===== config.mk =====
export PLATFORM = sky130hd
export DESIGN_NAME = fc_feed_sched
export DESIGN_NICKNAME = d
export VERILOG_FILES = /design/src/rtl/fc_pkg.sv /design/src/rtl/fc_addr_gen.sv /design/src/rtl/fc_feed_sched.sv
export SDC_FILE = /design/constraint.sdc
export NUM_CORES = 2
export LEC_CHECK = 0
export CAP_MARGIN = 20
export CORE_AREA = 2 2 457 459
export DETAILED_ROUTE_END_ITERATION = 12
export DIE_AREA = 0 0 459 461
export GPL_TIMING_DRIVEN = 0
export REMOVE_ABC_BUFFERS = 1
export SYNTH_ARGS = -nofsm -noshare
export SYNTH_HDL_FRONTEND = slang
export SYNTH_SLANG_ARGS = --single-unit

===== constraint.sdc =====
create_clock -name clk -period 6.3 [get_ports clk]
set_clock_uncertainty 0.05 [all_clocks]
set_input_delay 0.945 -clock clk [delete_from_list [all_inputs] [get_ports clk]]
set_output_delay 0.945 -clock clk [all_outputs]
set_load 0.02 [all_outputs]

===== src/rtl/fc_pkg.sv =====
// Shared widths, FSM encoding and lane helper for the fully-connected feed scheduler.
// Timing and flow control belong to the modules that import this package.
package fc_pkg;
  localparam int DW      = 32;
  localparam int WORD_W  = 256;
  localparam int LEN_W   = 12;
  localparam int FIN_AW  = 11;
  localparam int WGT_AW  = 24;
  localparam int BIAS_AW = 9;
  localparam int LANE_N  = 4;

  typedef enum logic [2:0] {
    ST_IDLE,
    ST_WAIT_REQ,
    ST_PRIME,
    ST_LOAD,
    ST_RUN,
    ST_DRAIN
  } state_e;

  // Lane idx of one 4-lane half: half 0 is word[127:0], half 1 is word[255:128].
  function automatic logic [DW-1:0] word_lane(input logic [WORD_W-1:0] word,
                                              input logic half, input logic [1:0] idx);
    logic [7:0] lsb;
    lsb = {half, idx, 5'd0};
    return word[lsb +: DW];
  endfunction
endpackage


===== src/rtl/fc_addr_gen.sv =====
// Read pointer over (channel o, word w) in issue order; the weight address simply increments.
// Updates one cycle after step_i; no backpressure, the caller paces the steps.
module fc_addr_gen
  import fc_pkg::*;
(
  input  logic              clk,
  input  logic              rst_n,
  input  logic              init_i,
  input  logic              step_i,
  input  logic [FIN_AW-1:0] wpo_i,
  input  logic [LEN_W-1:0]  fout_len_i,
  input  logic [WGT_AW-1:0] wgt_base_i,
  output logic [FIN_AW-1:0] w_o,
  output logic [LEN_W-1:0]  o_o,
  output logic [WGT_AW-1:0] wgt_addr_o,
  output logic              last_w_o,
  output logic              last_o_o
);
  logic [FIN_AW-1:0] w_q, w_d;
  logic [LEN_W-1:0]  o_q, o_d;
  logic [WGT_AW-1:0] wa_q, wa_d;

  assign w_o        = w_q;
  assign o_o        = o_q;
  assign wgt_addr_o = wa_q;
  assign last_w_o   = (w_q == wpo_i - FIN_AW'(1));
  assign last_o_o   = (o_q == fout_len_i - LEN_W'(1));

  always_comb begin
    w_d  = w_q;
    o_d  = o_q;
    wa_d = wa_q;
    if (init_i) begin
      w_d  = '0;
      o_d  = '0;
      wa_d = wgt_base_i;
    end else if (step_i) begin
      // Words of consecutive channels are contiguous, so base + o*Wpo + w is a plain increment.
      wa_d = wa_q + WGT_AW'(1);
      if (last_w_o) begin
        w_d = '0;
        o_d = o_q + LEN_W'(1);
      end else begin
        w_d = w_q + FIN_AW'(1);
      end
    end
  end

  always_ff @(posedge clk) begin
    if (!rst_n) begin
      w_q  <= '0;
      o_q  <= '0;
      wa_q <= '0;
    end else begin
      w_q  <= w_d;
      o_q  <= o_d;
      wa_q <= wa_d;
    end
  end
endmodule


===== src/rtl/fc_feed_sched.sv =====
// Sequences one FC layer: RAM words split into two 4-lane halves, one half per cycle.
// Feed starts 3 cycles after mac_req is sampled in WAIT_REQ; done follows the last fc_fout_vld.
module fc_feed_sched
  import fc_pkg::*;
(
  input  logic               clk,
  input  logic               rst_n,
  input  logic               cfg_start,
  input  logic [LEN_W-1:0]   cfg_fin_div4_len,
  input  logic [LEN_W-1:0]   cfg_fout_len,
  input  logic [WGT_AW-1:0]  cfg_wgt_base,
  output logic               busy,
  output logic               done,
  output logic               cfg_err,
  input  logic               mac_req,
  input  logic               fc_fout_vld,
  output logic               fin_rd_en,
  output logic [FIN_AW-1:0]  fin_rd_addr,
  input  logic [WORD_W-1:0]  fin_rd_data,
  output logic               wgt_rd_en,
  output logic [WGT_AW-1:0]  wgt_rd_addr,
  input  logic [WORD_W-1:0]  wgt_rd_data,
  output logic               bias_rd_en,
  output logic [BIAS_AW-1:0] bias_rd_addr,
  input  logic [WORD_W-1:0]  bias_rd_data,
  output logic               fc_calc_ing,
  output logic [DW-1:0]      fc_fin_0,
  output logic [DW-1:0]      fc_fin_1,
  output logic [DW-1:0]      fc_fin_2,
  output logic [DW-1:0]      fc_fin_3,
  output logic [DW-1:0]      fc_wgt_0,
  output logic [DW-1:0]      fc_wgt_1,
  output logic [DW-1:0]      fc_wgt_2,
  output logic [DW-1:0]      fc_wgt_3,
  output logic [DW-1:0]      fc_bias
);
  state_e            state_q, state_d;
  logic [FIN_AW-1:0] wpo_q, wpo_d;
  logic [LEN_W-1:0]  fout_len_q, fout_len_d, vld_cnt_q, vld_cnt_d;
  logic              half_q, half_d, rd_q, rd_d, brd_q, brd_d, rd_all_q, rd_all_d, err_q, err_d;
  logic [2:0]        bsel_q, bsel_d;
  logic [WORD_W-1:0] fin_buf_q, fin_buf_d, wgt_buf_q, wgt_buf_d;
  logic [DW-1:0]     bias_q, bias_d;

  logic              cfg_legal, init, issue, in_layer;
  logic [FIN_AW-1:0] ag_w;
  logic [LEN_W-1:0]  ag_o;
  logic [WGT_AW-1:0] ag_wa;
  logic              ag_last_w, ag_last_o;

  assign cfg_legal = !cfg_fin_div4_len[0] && (cfg_fin_div4_len != '0) && (cfg_fout_len != '0);
  assign init      = (state_q == ST_IDLE) && cfg_start && cfg_legal;
  assign issue     = (state_q == ST_PRIME) || ((state_q == ST_RUN) && !half_q && !rd_all_q);
  assign in_layer  = (state_q != ST_IDLE) && (state_q != ST_WAIT_REQ);

  fc_addr_gen u_addr_gen (
    .clk        (clk),
    .rst_n      (rst_n),
    .init_i     (init),
    .step_i     (issue),
    .wpo_i      (wpo_q),
    .fout_len_i (fout_len_q),
    .wgt_base_i (cfg_wgt_base),
    .w_o        (ag_w),
    .o_o        (ag_o),
    .wgt_addr_o (ag_wa),
    .last_w_o   (ag_last_w),
    .last_o_o   (ag_last_o)
  );

  assign fin_rd_en    = issue;
  assign wgt_rd_en    = issue;
  assign bias_rd_en   = issue && (ag_w == '0);
  assign fin_rd_addr  = ag_w;
  assign wgt_rd_addr  = ag_wa;
  assign bias_rd_addr = ag_o[LEN_W-1:3];

  assign busy        = (state_q != ST_IDLE);
  assign cfg_err     = err_q;
  assign fc_calc_ing = (state_q == ST_RUN);
  assign fc_bias     = bias_q;
  assign fc_fin_0    = word_lane(fin_buf_q, half_q, 2'd0);
  assign fc_fin_1    = word_lane(fin_buf_q, half_q, 2'd1);
  assign fc_fin_2    = word_lane(fin_buf_q, half_q, 2'd2);
  assign fc_fin_3    = word_lane(fin_buf_q, half_q, 2'd3);
  assign fc_wgt_0    = word_lane(wgt_buf_q, half_q, 2'd0);
  assign fc_wgt_1    = word_lane(wgt_buf_q, half_q, 2'd1);
  assign fc_wgt_2    = word_lane(wgt_buf_q, half_q, 2'd2);
  assign fc_wgt_3    = word_lane(wgt_buf_q, half_q, 2'd3);

  always_comb begin
    state_d    = state_q;
    wpo_d      = wpo_q;
    fout_len_d = fout_len_q;
    vld_cnt_d  = vld_cnt_q;
    half_d     = 1'b0;
    rd_all_d   = rd_all_q;
    err_d      = 1'b0;
    bsel_d     = bsel_q;
    fin_buf_d  = fin_buf_q;
    wgt_buf_d  = wgt_buf_q;
    bias_d     = bias_q;
    done       = 1'b0;

    case (state_q)
      ST_IDLE: begin
        if (cfg_start) begin
          if (cfg_legal) begin
            wpo_d      = cfg_fin_div4_len[LEN_W-1:1];
            fout_len_d = cfg_fout_len;
            vld_cnt_d  = '0;
            rd_all_d   = 1'b0;
            state_d    = ST_WAIT_REQ;
          end else begin
            err_d = 1'b1;
          end
        end
      end
      ST_WAIT_REQ: if (mac_req) state_d = ST_PRIME;
      ST_PRIME:    state_d = ST_LOAD;
      ST_LOAD:     state_d = ST_RUN;
      ST_RUN: begin
        half_d = !half_q;
        // No read went out during half 0, so the word just shown was the last one.
        if (half_q && !rd_q) begin
          half_d  = 1'b0;
          state_d = ST_DRAIN;
        end
      end
      ST_DRAIN: begin
        if (vld_cnt_q == fout_len_q) begin
          done    = 1'b1;
          state_d = ST_IDLE;
        end
      end
      default: state_d = ST_IDLE;
    endcase

    if (issue && ag_last_w && ag_last_o) rd_all_d = 1'b1;
    if (bias_rd_en) bsel_d = ag_o[2:0];
    if (rd_q) begin
      fin_buf_d = fin_rd_data;
      wgt_buf_d = wgt_rd_data;
    end
    if (brd_q) bias_d = bias_rd_data[{bsel_q, 5'd0} +: DW];
    if (fc_fout_vld && in_layer && (vld_cnt_q != fout_len_q)) vld_cnt_d = vld_cnt_q + LEN_W'(1);
  end

  assign rd_d  = issue;
  assign brd_d = bias_rd_en;

  always_ff @(posedge clk) begin
    if (!rst_n) begin
      state_q    <= ST_IDLE;
      wpo_q      <= '0;
      fout_len_q <= '0;
      vld_cnt_q  <= '0;
      half_q     <= 1'b0;
      rd_q       <= 1'b0;
      brd_q      <= 1'b0;
      rd_all_q   <= 1'b0;
      err_q      <= 1'b0;
      bsel_q     <= '0;
      fin_buf_q  <= '0;
      wgt_buf_q  <= '0;
      bias_q     <= '0;
    end else begin
      state_q    <= state_d;
      wpo_q      <= wpo_d;
      fout_len_q <= fout_len_d;
      vld_cnt_q  <= vld_cnt_d;
      half_q     <= half_d;
      rd_q       <= rd_d;
      brd_q      <= brd_d;
      rd_all_q   <= rd_all_d;
      err_q      <= err_d;
      bsel_q     <= bsel_d;
      fin_buf_q  <= fin_buf_d;
      wgt_buf_q  <= wgt_buf_d;
      bias_q     <= bias_d;
    end
  end
endmodule


==> summary.txt <==
Run status
  • Outcome: completed

Timing
  • Max-slew violations: 0
  • RSZ-0062 raised after global routing: false
  • Worst slew margin relative to its limit: 36.6%
  • Crit path time final: 4970 ps
  • # setup viols final: 0
  • Max Fclk: 201 MHz
  • Sum Neg Setup Slack: 0 ps
  • Worst Tran Pin Value: 943 ps
  • Fin crit share: 78.9%
  • PnR worst setup slack: 1330 ps
  • Hold Fails Final Rpt: 0

Yosys
  • Synth Flop Type: dfxtp_1
  • #FFs+latches synth: 637
  • Synth top area share: 42.2%
  • EDFF count, synth: 0
  • Post-synthesis sequential area ratio: 42.2%
  • Synth cell types: 55
  • Main area contributors after synthesis: dfxtp_1 (42%), mux2i_1 (18%), nor2b_1 (11%)
  • Post-Syn Area per Cell: 10.7 sq um
  • Post-synthesis cell area: 0.0302 sq mm
  • Yosys Warn Count: 0
  • Synth Instances: 2812
  • Synth async-reset ratio: 0%
  • Synth area leader: dfxtp_1

Route
  • Via-to-Cell Ratio: 3.77
  • ANT nets after route: 0
  • Drt pass-1 iters: 5
  • Drt drc: 0
  • Final WL: 144000 um
  • Wire per inst: 21.7 um
  • Vias: 25104
  • Iter 0 DRT Violations: 1187

Worst setup path
  • Sum of buffers and inverters on the critical path: 2
  • Worst-path maximum fanout: 20
  • Critical Path Slowest Stage Cell: clkdlybuf4s50_1
  • Nature of the critical path startpoint: flop
  • Worst EP arrival: 3970 ps
  • Top delay family on crit path: buffers and inverters
  • Kind of critical path: reg -> out
  • Crit path capture type: output pin
  • Worst path max stage delay: 950 ps
  • Critical path, cell by cell: or4b_4, a21oi_4, inv_1, nor2_1, clkdlybuf4s50_1
  • Crit path required time: 5300 ps

Finish
  • Final std cells w/o fill: 6661
  • Layout cells sized above 1: 12.6%
  • Area Growth Syn to Fin: 59.0%
  • Fillcell total: 22058
  • Layout Nets: 4695
  • Commonest non-fill, non-tap cell in the layout: clkdlybuf4s50_1
  • Most frequent cells in the layout: clkdlybuf4s50_1 (1158), dfxtp_1 (631), mux2i_1 (557)

Clocking
  • CTS buffer count: 83
  • H-tree depth: 3
  • Root Driver: clkbuf_16
  • CTS tree: done
  • Clock transition at path regs: 60 ps
  • Post-CTS sizing: 0
  • CTS max path bufs: 3
  • CTS sink cnt: 637
  • Clk_lat worst skew: 690 ps
  • # Post-CTS Setup Buffers: 0
  • Post-CTS Hold Buffers: 0

Place
  • Placed insts: 6486
  • Routability cong.: 0.861
  • HPWL after DPL: 117000 um
  • Pre-CTS WS: 1940 ps
  • IO buf count: 1159

Floorplanning
  • Die W: 459 um
  • Total core area: 0.206 sq mm
  • Starting Density: 14.6%
  • Full die area: 0.212 sq mm
  • Chip height: 461 um
  • Row count: 167
  • Io pins: 1160

Global routing
  • Initial antenna violation count: 71
  • GR Overflow Total: 0
  • Vias in the first global route: 25235
  • Pin count of the biggest net entering global routing: 177
  • Global Route Usage Sum: 12.9%
  • First-pass GRT wire length: 194000 um

Power
  • LEAKAGE: 15.7 nW
  • PD cells: 226 mW/mm^2
  • Peak supply drop: 170 uV

Min path
  • Worst hold path type: reg -> reg

Job
  • Max_cap viols: 0
## cell usage after synthesis (7+ instances only)
cell type,number
o211a_1,39
a21boi_0,35
xnor2_1,34
buf_4,10
nand4_1,20
and3_1,18
o21ai_0,26
mux2i_1,557
or3_1,10
ha_1,7
mux4_2,64
nor3_1,25
and2_1,8
nand3_1,24
xor2_1,27
buf_1,57
nor4_1,14
dfxtp_1,637
clkbuf_1,148
nor2b_1,521
nand2_1,121
mux2_2,256
a21oi_1,25
inv_1,15
nor2_1,44
## worst paths after layout
check	start	end	slack [ps]	depth (start not counted)
max	state_q[2]	bias_rd_en	1330	5
min	fc_bias[29]	fc_bias[29]	430	1
max reg2reg	state_q[2]	u_addr_gen.o_o[6]	2810	7
min reg2reg	fc_bias[29]	fc_bias[29]	430	1
## stage by stage
step	total power [mW]	hold WS [ps]	instance area (sq um)	util, %
final	10.8	429	48000	23.3
after global routing	11.3	443	48000	23.3
after CTS	11.1	431	48000	23.2
after detailed placement	5.99	416	45100	21.9
after global placement	6.53	415	44300	21.5
after floorplan	5.32	375	29300	-
## per-layer routing
metal | GRT usage [%] | vias up | share of wire (%)
met5 | 0 | - | 0.15
met4 | 5.34 | 32 | 4.1
met3 | 4.42 | 227 | 8.7
met2 | 22.1 | 1036 | 48
met1 | 14.6 | 11824 | 39
li1 | - | 11985 | -
## report_power, final
part	switching, mW	internal [mW]	total (mW)
registers	0.109	4.17	4.27
logic	0.660	0.955	1.61
clock network	2.06	2.89	4.95
total	2.83	8.01	10.8
## state kept, by name, summed over array words and instances (netlist names)
register	flops
u_addr_gen.w_o	11
cfg_err	1
brd_q	1
half_q	1
state_q	3
u_addr_gen.o_o	12
fc_bias	32
u_addr_gen.wgt_addr_o	24
rd_all_q	1
bsel_q	3
fin_buf_q	256
wgt_buf_q	256
vld_cnt_q	12
rd_q	1
wpo_q	11
fout_len_q	12
## kinds of logic after synthesis
kind of cell / count (synthesis) / share of synthesized area (%)
muxes: 877 / 32.8
DFF: 637 / 42.2
buffers and inverters: 234 / 3.09
adders and majority gates: 7 / 0.290
xor gates and xnor gates: 61 / 1.77
and+or+nand+nor: 835 / 15.9
AOI/OAI and AO/OA: 161 / 3.98
## area by class of cell
type	count	area, sq um	share of cell area [%]
Multi-Input combinational cell	1941	16500	34.4
Sequential cell	637	12800	26.6
Timing Repair Buffer	1189	12400	25.8
Tap cell	2704	3380	7.04
Clock buffer	121	2400	5.00
Clock inverter	31	460	0.959
Antenna cell	23	57.6	0.120
Inverter	15	56.3	0.117
## worst register-to-register path, stage by stage (launching register included)
cell and delay, ps:
dfxtp_1 480, or4b_4 530, a21oi_4 570, nand4_1 160
or4_1 560, or3_4 470, or4_1 430, a21oi_1 160
No activity file was read; power rests on OpenSTA's default activity.
